--- src/rtl/squish_pkg.sv ---
// Shared definitions for the squish activation path.
//   SQ_IN_W    width of a sign-magnitude pre-activation (sign + 32-bit magnitude)
//   SQ_OUT_W   width of a squished result (sign + 16-bit magnitude)
//   SQ_THRESH  popcount above which the magnitude is compressed instead of truncated
//   sq_arb_state_t  states of the arbiter that shares one squish unit
package squish_pkg;

    localparam int SQ_IN_W   = 33;
    localparam int SQ_OUT_W  = 17;
    localparam int SQ_THRESH = 16;

    typedef enum logic [1:0] {
        IDLE,
        EVAL,
        RESP
    } sq_arb_state_t;

    // Number of set bits in the 32-bit magnitude; the sign bit never counts.
    function automatic logic [5:0] sq_popcount(input logic [31:0] mag);
        logic [5:0] cnt;
        cnt = '0;
        for (int i = 0; i < 32; i++) begin
            cnt = cnt + 6'(mag[i]);
        end
        return cnt;
    endfunction

endpackage

--- src/rtl/squish.sv ---
// Combinational squish activation.
//   value   in  33  bit 32 sign, [31:0] magnitude
//   result  out 17  bit 16 sign, [15:0] squished magnitude
// Sparse magnitudes (popcount <= SQ_THRESH) pass their low half straight
// through; dense ones fold each adjacent bit pair with OR so the upper half
// still influences the result.
module squish
    import squish_pkg::*;
(
    input  logic [SQ_IN_W-1:0]  value,
    output logic [SQ_OUT_W-1:0] result
);

    // Default to pass-through, overwrite the magnitude when compressing.
    always_comb begin
        result = {value[SQ_IN_W-1], value[15:0]};
        if (sq_popcount(value[31:0]) > 6'(SQ_THRESH)) begin
            for (int k = 0; k < 16; k++) begin
                result[k] = value[2*k+1] | value[2*k];
            end
        end
    end

endmodule

--- src/rtl/squish_arbiter.sv ---
// Round-robin arbiter sharing one squish unit among NUM_REQ neuron requesters.
//   clk, rst    clock and asynchronous active-high reset
//   req_valid   per-requester request strobe
//   req_data    requester i at [33*i+32:33*i], sign-magnitude
//   req_ready   one-hot grant, only ever raised in IDLE
//   rsp_valid   result held for the consumer
//   rsp_ready   consumer accepts the result
//   rsp_data    squished result, rsp_id names its requester
//   busy        transaction in flight (not IDLE)
//   sat_count   saturating count of evaluations that used the compression path
// One transaction takes three cycles: grant in IDLE, evaluate in EVAL,
// hand off in RESP.
module squish_arbiter
    import squish_pkg::*;
#(
    parameter int NUM_REQ = 4,
    parameter int ID_W    = $clog2(NUM_REQ)
) (
    input  logic                        clk,
    input  logic                        rst,
    input  logic [NUM_REQ-1:0]          req_valid,
    input  logic [NUM_REQ*SQ_IN_W-1:0]  req_data,
    output logic [NUM_REQ-1:0]          req_ready,
    output logic                        rsp_valid,
    input  logic                        rsp_ready,
    output logic [SQ_OUT_W-1:0]         rsp_data,
    output logic [ID_W-1:0]             rsp_id,
    output logic                        busy,
    output logic [15:0]                 sat_count
);

    localparam logic [ID_W-1:0] LAST_ID = ID_W'(NUM_REQ - 1);

    sq_arb_state_t        state;
    sq_arb_state_t        next_state;
    logic [ID_W-1:0]      ptr;
    logic [SQ_IN_W-1:0]   in_reg;
    logic [ID_W-1:0]      id_reg;
    logic [15:0]          sat_cnt;
    logic [SQ_OUT_W-1:0]  squish_out;
    logic                 compress;
    logic [ID_W:0]        pick;
    logic                 grant_found;
    logic [ID_W-1:0]      grant_idx;

    // Returns {found, index} of the first valid requester at or after start,
    // wrapping modulo NUM_REQ. Scanning in reverse lets the closest one win
    // without an early exit.
    function automatic logic [ID_W:0] rr_pick(input logic [NUM_REQ-1:0] valid,
                                              input logic [ID_W-1:0]    start);
        logic [ID_W:0] res;
        int            idx;
        res = '0;
        for (int i = NUM_REQ - 1; i >= 0; i--) begin
            idx = (int'(start) + i) % NUM_REQ;
            if (valid[idx]) begin
                res = {1'b1, ID_W'(idx)};
            end
        end
        return res;
    endfunction

    squish u_squish (
        .value  (in_reg),
        .result (squish_out)
    );

    assign compress  = sq_popcount(in_reg[31:0]) > 6'(SQ_THRESH);
    assign pick      = rr_pick(req_valid, ptr);
    assign rsp_valid = (state == RESP);
    assign busy      = (state != IDLE);
    assign sat_count = sat_cnt;

    // Next-state and grant decode; a grant only exists while idle.
    always_comb begin
        next_state  = state;
        req_ready   = '0;
        grant_found = 1'b0;
        grant_idx   = pick[ID_W-1:0];
        case (state)
            IDLE: begin
                if (pick[ID_W]) begin
                    grant_found          = 1'b1;
                    req_ready[grant_idx] = 1'b1;
                    next_state           = EVAL;
                end
            end
            EVAL: next_state = RESP;
            RESP: begin
                if (rsp_ready) begin
                    next_state = IDLE;
                end
            end
            default: next_state = IDLE;
        endcase
    end

    // Datapath registers: capture on grant, register the squish result in
    // EVAL, and move the round-robin pointer past the served requester once
    // the consumer takes the result.
    always_ff @(posedge clk or posedge rst) begin
        if (rst) begin
            state    <= IDLE;
            ptr      <= '0;
            in_reg   <= '0;
            id_reg   <= '0;
            rsp_data <= '0;
            rsp_id   <= '0;
            sat_cnt  <= '0;
        end else begin
            state <= next_state;
            case (state)
                IDLE: begin
                    if (grant_found) begin
                        in_reg <= req_data[SQ_IN_W*grant_idx +: SQ_IN_W];
                        id_reg <= grant_idx;
                    end
                end
                EVAL: begin
                    rsp_data <= squish_out;
                    rsp_id   <= id_reg;
                    if (compress && (sat_cnt != 16'hFFFF)) begin
                        sat_cnt <= sat_cnt + 16'd1;
                    end
                end
                RESP: begin
                    if (rsp_ready) begin
                        ptr <= (id_reg == LAST_ID) ? '0 : id_reg + 1'b1;
                    end
                end
                default: ;
            endcase
        end
    end

endmodule

--- config.mk ---
export PLATFORM = sky130hd
export DESIGN_NAME = squish_arbiter
export DESIGN_NICKNAME = d
export VERILOG_FILES = /design/src/rtl/squish_pkg.sv /design/src/rtl/squish.sv /design/src/rtl/squish_arbiter.sv
export SDC_FILE = /design/constraint.sdc
export NUM_CORES = 1
export LEC_CHECK = 0
export ABC_CLOCK_PERIOD_IN_PS = 14030
export CORE_MARGIN = 2
export CORE_UTILIZATION = 49
export CTS_CLUSTER_DIAMETER = 200
export DETAILED_ROUTE_END_ITERATION = 10
export PLACE_DENSITY_LB_ADDON = 0.05
export SLEW_MARGIN = 0
export SYNTH_ARGS = -nofsm -noshare
export SYNTH_HDL_FRONTEND = slang
export SYNTH_SLANG_ARGS = --single-unit
--- constraint.sdc ---
create_clock -name clk -period 14.03 [get_ports clk]
set_input_delay 2.1045 -clock clk [delete_from_list [all_inputs] [get_ports clk]]
set_output_delay 2.1045 -clock clk [all_outputs]
set_load 0.01 [all_outputs]
# After elaboration in Yosys (flattened, before gate mapping)
# Index checks and enable logic that the tools add are counted.
[classes] add_sub_neg=36 mux=26 shift=1 reduce_logical=11 n_mul=1 magnitude_cmp=7 n_bitwise=19 eq_ne=6
[ops] operator="$add A6 B1 Y6" n=30
[ops] operator="$shiftx A132 B9 Y33" n=1
[ops] operator="$add A16 B1 Y16 const B" n=1
[ops] operator="$mux W16" n=1
[ops] operator="$ne A16 B16 Y1 const B" n=1
[ops] operator="$or A1 B1 Y1" n=16
[ops] operator="$lt A3 B4 Y1 const B" n=3
[ops] operator="$mux W3" n=4
[ops] operator="$mux W1" n=10
[ops] operator="$bmux W1 S2" n=4
[ops] operator="$mul A6 B2 Y8 const A" n=1
[ops] operator="$mux W4" n=2
[ops] operator="$reduce_and A2 Y1" n=4
[ops] operator="$gt A6 B5 Y1 const B" n=1
[ops] operator="$lt A2 B3 Y1 const B" n=2
[ops] operator="$mux W2" n=3
[ops] operator="$pmux W2 S3" n=1
[ops] operator="$reduce_or A2 Y1" n=3
[ops] operator="$add A2 B1 Y2 const B" n=2
[ops] operator="$add A2 B2 Y2 const B" n=2
[ops] operator="$eq A2 B2 Y1 const B" n=2
[ops] operator="$and A1 B1 Y1 const A" n=3
[ops] operator="$add A1 B1 Y2" n=1
[ops] operator="$demux W1 S2" n=1
[ops] operator="other kinds (7)" n=8
[totals] elab_cells=114 input_bits=139 regBits=74 output_inout_bits=41

# Logic depth before layout (Yosys ltp)
[logic_depth] ltp_word=34 mapped_depth=22 ltp_nobuf=21

# Hierarchy
# A second synthesis with hierarchy kept.
[unflattened] hier_cells=607 hier_area_um2=5838.1
[by_module_without_submodules] module="squish_arbiter" cells_each=475 seq_area_each_um2=1851.8 area_per_inst_um2=4702.0 instances=1
[by_module_without_submodules] module="squish" cells_each=132 seq_area_each_um2=0.0 area_per_inst_um2=1136.1 instances=1

# Least setup slack after synthesis
# Ideal clock, no wire load.
[synth_path] path_type="flip-flop to flip-flop" from="register in_reg[19]" to="register rsp_data[1]" n_path_buf=1 setup_time_ns=0.121 period_less_slack_ns=5.462 stages_incl_launch_ff=20 required_time_ns=13.909 arrival_ns=5.341 slack_ns=8.568 cell_sequence="dfrtp_1 > fa_1 > inv_1 > fa_1 > inv_1 > fa_1 > inv_1 > fa_1 > fa_1 > fa_1 > fa_1 > inv_1 > fa_1 > nand3b_1 > nor3b_1 > o21ai_0 > nand3_1 > buf_4 > nand2_1 > a22o_1"
[synth_between] elab_chain_cells=15
[synth_rtl] element="from (decl)" line="squish_arbiter.sv:37" rtl="logic [SQ_IN_W-1:0] in_reg;"
[synth_rtl] element="from (signal assigned)" line="squish_arbiter.sv:115" rtl="in_reg <= req_data[SQ_IN_W*grant_idx +: SQ_IN_W];"
[synth_rtl] element="$add A6 B1 Y6 (13 in series)"
[synth_rtl] element="$gt A6 B5 Y1"
[synth_rtl] element="$mux W16" line="squish.sv:17" rtl="if (sq_popcount(value[31:0]) > 6'(SQ_THRESH)) begin"
[synth_rtl] element="to (signal assigned)" line="squish_arbiter.sv:120" rtl="rsp_data <= squish_out;"
[synth_rtl] element="to (decl)" line="squish_arbiter.sv:26" rtl="output logic [SQ_OUT_W-1:0] rsp_data,"
# Every way passes these cells.
# A chain may end at the register's enable or synchronous reset.

# Worst setup path after layout
[layout_path] from="input req_valid[0]" to="output req_ready[3]"
[layout_between] elab_chain_cells=13 word_cells_on_any_way=22 classes_between="2 x order compare; 19 x mux; 1 x reduce/logical"
[layout_rtl] element="from (decl)" line="squish_arbiter.sv:21" rtl="input logic [NUM_REQ-1:0] req_valid,"
[layout_rtl] element="$bmux W1 S2" line="squish_arbiter.sv:56" rtl="if (valid[idx]) begin"
[layout_rtl] element="$mux W1 (implied by the code) (2 in series)" line="squish_arbiter.sv:56"
[layout_rtl] element="$mux W3 (3 in series)" line="squish_arbiter.sv:56"
[layout_rtl] element="$mux W3 (*)" line="squish_arbiter.sv:56"
[layout_rtl] element="$lt A2 B3 Y1 (implied by the code) or $ge A2 B1 Y1 (tied branches)" line="squish_arbiter.sv:84" rtl="req_ready[grant_idx] = 1'b1;"
[layout_rtl] element="$logic_and A1 B1 Y1 (implied by the code)" line="squish_arbiter.sv:84"
[layout_rtl] element="$mux W1 (implied by the code)" line="squish_arbiter.sv:84"
[layout_rtl] element="$demux W1 S2" line="squish_arbiter.sv:84"
[layout_rtl] element="$mux W4 (*)" line="squish_arbiter.sv:82" rtl="if (pick[ID_W]) begin"
[layout_rtl] element="$mux W4 (*)" line="squish_arbiter.sv:80" rtl="case (state)"
[layout_rtl] element="to (decl)" line="squish_arbiter.sv:23" rtl="output logic [NUM_REQ-1:0] req_ready,"
# Mark *: on every way between the ends. The rest lies on a longest branch, timed or not. The select of a mux whose other input is x is not followed.

==> flow_metrics.env <==
export IMPL_status="finished, final reports clean"
export IMPL_htreeDepth=3
export IMPL_gp_congestion=0.777
export IMPL_clk_latency_ns=0.35
export IMPL_cp_num_buf_inv=2
export IMPL_grt_max_degree=75
export IMPL_vias_per_cell=5.23
export IMPL_synth_ff_latch_count=74
export IMPL_num_io_pins=180
export IMPL_routed_wl_um=11400
export IMPL_criticalPathCategory="input port to primary output"
export IMPL_crit_arrival_ns=4.72
export IMPL_rsz0062_at_grt="false"
export IMPL_synth_cell_types=39
export IMPL_num_antenna_cells=0
export IMPL_tightest_slew_ns=1.17
export IMPL_synth_cells=417
export IMPL_rows=36
export IMPL_path_max_fanout=37
export IMPL_reg2reg_depth=18
export IMPL_cp_cell_sequence="clkdlybuf4s50_1 -> nor2b_1 -> a21oi_1 -> o22ai_1 -> a21oi_4 -> nand2_1 -> nor2_1 -> clkdlybuf4s50_1"
export IMPL_max_stage_delay_ns=0.90
export IMPL_fin_skew_ns=0.00970
export IMPL_min_path_cells=2
export IMPL_critPathTopFamily="compound AO/OA/AOI/OAI gates"
export IMPL_cp_required_ns=11.93
export IMPL_worstSetupPathDepth=8
export IMPL_largest_reg_flops=33
export IMPL_fp_dieH_um=104
export IMPL_port_buffers=179
export IMPL_hold_violations=0
export IMPL_maxSlewViolCount=0
export IMPL_post_synth_cell_area_avg_um2=11.8
export IMPL_hold_path_class="register to register"
export IMPL_drv_cap=0
export IMPL_core_area_mm2=0.00977
export IMPL_grtUsageTotal_pct=22.6
export IMPL_grt_pass1_vias=4193
export IMPL_cts_resized=0
export IMPL_end_kind="primary output"
export IMPL_rr_endpoint="rsp_data[10]$_DFFE_PP0P_"
export IMPL_wire_per_inst_um=15.7
export IMPL_layout_drive_gt1_share_pct=17.3
export IMPL_dr_first_iter_drc_count=124
export IMPL_r2r_slack_ns=7.80
export IMPL_syn_cell_area_mm2=0.00494
export IMPL_postCtsHoldBufs=0
export IMPL_synth_yosys_seq_area_share_pct=37.5
export IMPL_r2r_start="in_reg[19]$_DFFE_PP0P_"
export IMPL_ys_warn_count=0
export IMPL_final_antenna_net_count=0
export IMPL_grt_overflow=0
export IMPL_synthToLayoutAreaGrowth_pct=42.6
export IMPL_dieArea_mm2=0.0109
export IMPL_initial_core_util_pct=50.5
export IMPL_slowest_stage="a21oi_4"
export IMPL_path_clk_slew_ns=0.08
export IMPL_cts_buffers_inserted=9
export IMPL_grt_pass1_wl_um=19600
export IMPL_cts_max_path_buffers=2
export IMPL_hpwl_um=8970
export IMPL_cts_root_buf="clkbuf_8"
export IMPL_vias=3807
export IMPL_final_period_utilization_pct=48.6
export IMPL_critPathLaunch="req_valid[0]"
export IMPL_max_slew_margin_rel_pct=21.9
export IMPL_layout_min_cycle_time_ns=6.82
export IMPL_clock_sinks=74
export IMPL_setup_viol=0
export IMPL_post_cts_setup_buffer_count=0
export IMPL_worstSetupStartpointType="input port"
export IMPL_die_w_um=104
export IMPL_crit_end="req_ready[3]"
export IMPL_tns_ns=0
export IMPL_nNetsFinal=765
export IMPL_antenna_found_initial=0
export IMPL_crit_top_cell="clkdlybuf4s50_1"
export IMPL_syn_nets=592
export IMPL_cts_tree="built"
export IMPL_clock_fmax_ghz=0.147
export IMPL_drc=0
export IMPL_firstDrtPassIters=4
-- cell usage after synthesis --
cell type  count  area share, %
buf_6          4           0.91
and4_4         1           0.23
and3_1         3           0.38
nor2_1        21            1.6
and3_4         2           0.46
mux4_2        33             15
o21bai_1       1           0.15
a21oi_1        6           0.61
a31oi_4        1           0.43
nand2_1       34            2.6
inv_1         60            4.6
buf_4          8            1.2
nor3_2         4           0.81
nor2b_1        1           0.13
xor2_1         8            1.4
nand4_1        5           0.63
or2_2          2           0.25
nor3_1        15            1.5
buf_2          3           0.30
a22o_1         2           0.35
dfrtp_1       74             38
nand2b_1       2           0.25
o31ai_1       15            2.3
nand4_2        1           0.25
o21ai_0        7           0.71
o22ai_1        3           0.38
xnor2_1        8            1.4
nand3b_1       1           0.15
nor3b_1        2           0.30
mux2_2        35            8.0
a211oi_1       1           0.15
a21oi_2        1           0.18
nand3_1        7           0.71
nor4_4         1           0.43
fa_1          24            9.7
ha_1          12            3.0
clkbuf_1       6           0.46
nor4b_1        1           0.18
nor4_1         2           0.25
-- cells by family (layout without fill, tap and decap cells) --
group                      Yosys count  after routing  share of synthesized area [%]
muxes                               68             68                           23.0
AOI/OAI and AO/OA                   37             37                           5.25
adders and majority gates           36             36                           12.8
xor gates and xnor gates            16             16                           2.84
DFF                                 74             74                           37.5
buffers and inverters               81            259                           7.45
and+or+nand+nor                    105            105                           11.1
-- worst register-to-register path: cells and delay by family, from the launching register on --
kind,cells,cell delay (ns)
AND/OR/NAND/NOR,3,1.25
buffers and inverters,4,0.22
AO/OA/AOI/OAI,3,0.65
adder cells (fa/ha/maj),8,3.55
flip-flops,1,0.43
-- final cells by class --
| type | instances | area [um2] |
|---|---|---|
| Sequential cell | 74 | 1850 |
| Inverter | 60 | 225 |
| Clock buffer | 11 | 151 |
| Timing Repair Buffer | 183 | 1820 |
| Clock inverter | 5 | 85.1 |
| Tap cell | 133 | 166 |
| Fill cell | 750 | 2740 |
| Multi-Input combinational cell | 262 | 2740 |
-- placed cells by master (no fill, tap or decap), types with 3 or more instances in the layout --
cell type          n
ha_1              12
fa_1              24
xnor2_1            8
o21ai_0            7
xor2_1             8
and3_1             3
mux4_2            33
clkbuf_8          11
nand4_1            5
nand2_1           34
nor2_1            21
dfrtp_1           74
a21oi_1            6
buf_4              4
mux2_2            35
nor3_2             4
nor3_1            15
inv_1             59
clkdlybuf4s50_1  179
nand3_1            7
o31ai_1           15
-- metal layers --
layer / vias up / routed length [um] / global-route usage, %
li1: 1795 / - / -
met3: 12 / 712 / 4.70
met5: - / 0 / 0
met1: 1880 / 4630 / 28.3
met2: 120 / 5970 / 39.8
met4: 0 / 112 / 6.27
-- per-stage QoR --
stage          utilization (%)  cell area (um2)  setup slack, ns  instances  hold WS (ns)
4_1_cts                   72.0             7040             7.17        728         0.492
3_3_place_gp              69.6             6800             7.26        712         0.463
5_1_grt                   72.0             7040             6.94        728         0.510
2_1_floorplan                -             4940             8.57        417         0.471
3_5_place_dp              69.6             6800             7.17        712         0.473
6_report                  72.0             7040             7.21        728         0.489
-- worst min path at each step --
stage / from / to
after floorplan: id_reg[1]$_DFFE_PP0P_ / id_reg[1]$_DFFE_PP0P_
after global placement: rsp_data[15]$_DFFE_PP0P_ / rsp_data[15]$_DFFE_PP0P_
after detailed placement: rsp_data[8]$_DFFE_PP0P_ / rsp_data[8]$_DFFE_PP0P_
after CTS: rsp_data[6]$_DFFE_PP0P_ / rsp_data[6]$_DFFE_PP0P_
after global routing: sat_count[5]$_DFFE_PP0P_ / sat_count[5]$_DFFE_PP0P_
final: rsp_data[3]$_DFFE_PP0P_ / rsp_data[3]$_DFFE_PP0P_
Power is not shown: default switching activity piles up to over one toggle a cycle in this logic, so the estimate is an artifact.
==> RTL edit, RTL diff (config.mk and constraints unchanged) <==
Reset style: synchronous (`rst`), changed in one clocked block. Comments in the files are not updated.
--- a/src/rtl/squish_arbiter.sv
+++ b/src/rtl/squish_arbiter.sv
@@ -98,7 +98,7 @@
     // Datapath registers: capture on grant, register the squish result in
     // EVAL, and move the round-robin pointer past the served requester once
     // the consumer takes the result.
-    always_ff @(posedge clk or posedge rst) begin
+    always_ff @(posedge clk) begin
         if (rst) begin
             state    <= IDLE;
             ptr      <= '0;
Function: changed (a bounded check fails within 4 cycles, from zero or initial values and one cycle with rst high; the reset may be asserted at any time).
==> RTL edit against the original RTL <==
- sequential cell count unchanged
- area after synthesis fell by 4.5%
- register-to-register slack got worse by 0.47 ns
- routed wire length grew 9.8%
- cell area shrank 3.1%
- non-clock buffer count shrank 1
- worst setup slack improved by 0.13 ns
- global-route usage increased by 1.8 points
- critical endpoint is now sat_count[0]
Power is left out: it rests on default switching activity, and per cell area and clock period it moved more than threefold.
==> RTL edit: results (changes against the original RTL) <==
| Metric | Value |
|---|---|
| Sequential cell area | 1480 µm² (-20%) |
| Routed via count | 4447 (+17%) |
| Netlist cell types | 50 (+28%) |
| Crit path launch | in_reg[2] |
| #MultiIn Comb | 375 (+43%) |
| Crit path max-delay cell type | and2_1 |
| DP Area | 6550 µm² (-3.7%) |
| Syn Area/Cell | 8.80 µm² (-26%) |
| Placed insts | 818 (+15%) |
| Fraction of synthesized cell area in xor and xnor cells | 1.86% (-0.98 points) |
| Count of plain and timing-repair buffers | 182 (-0.55%) |
| WP data arrival | 6.94 ns (+2.22 ns) |
| M3 GR Usage | 4.24% (-0.46 points) |
| Largest net degree at the start of global routing | 63 (-16%) |
| Met2 routed WL | 6.49 mm (+8.7%) |
| NumNets Final | 875 (+14%) |
| Proportion of synthesized area in mux cells | 14.7% (-8.3 points) |
| Fin Clk Skew | 0.0117 ns (+0.00201 ns) |
| Hold Startpoint | rsp_data[16] |
| Post-synthesis compound-gate area fraction | 13.1% (+7.9 points) |
| WHS Endpoint | rsp_data[16] |
| M1 wire length | 5.17 mm (+12%) |
| Multi-input gate area | 2870 µm² (+5.0%) |
| Status | finished, final reports clean |
| First-pass GRT wire length | 20.0 mm (+2.0%) |
| R2R setup slack | 7.33 ns (-0.47 ns) |
| Worst path top cell family by delay | adder cells |
| Final non-clock buffer share | 26.6% (+0.72 points) |
| WHS | 0.458 ns (-0.0305 ns) |
| GR Util met1 | 29.7% (+1.4 points) |
| Grt met2 use | 43.1% (+3.3 points) |
| Vias per cell | 5.33 (+2.0%) |
| CP max FO | 22 (-41%) |
| Routed len/inst | 15.1 µm (-4.1%) |
| Rel. slew slack | 19.0% (-2.9 points) |
| Non-clk invs | 58 (-3.3%) |
| Area Growth Syn to Fin | 44.7% |
| Synth top cells by count | 74 x dfxtp_1, 70 x nand2_1, 67 x mux2i_1 |
| Sequential fraction of the synthesis area | 31.4% (-6.1 points) |
| R2R Path End | sat_count[0] |
| Post-Syn Nets | 711 (+20%) |
| RD Place Congestion | 0.810 (+4.2%) |
| Slowest Stage Delay on Critical Path | 0.80 ns (-0.10 ns) |
| R2r startpoint | in_reg[2] |
| Async set-reset flop share out of synthesis | 0% (-100 points) |
| Total GRT Usage | 24.4% (+1.8 points) |
| Fillcell total | 745 (-0.67%) |
RTL edit: cell count changes in the layout (fill, tap and decap cells not counted), sizes merged, moves of 23 or more:
cell    change
mux4       -33
dfxtp      +74
mux2i      +67
nand2      +37
mux2       -33
o221ai     +34
dfrtp      -74
nor2       +23
RTL edit: logic make-up after synthesis:
| family | Yosys count |
|---|---|
| adders and majority gates | 36 |
| xor gates and xnor gates | 10 |
| and+or+nand+nor | 179 |
| AOI/OAI and AO/OA | 81 |
| buffers and inverters | 87 |
| DFF | 74 |
| muxes | 69 |
RTL edit: tightest hold or removal path, delay by kind of cell, from the launching register on:
| family | cells | cell delay [ns] |
|---|---|---|
| AND/OR/NAND/NOR | 1 | 0.05 |
| AO/OA/AOI/OAI | 1 | 0.05 |
| flip-flops | 1 | 0.32 |
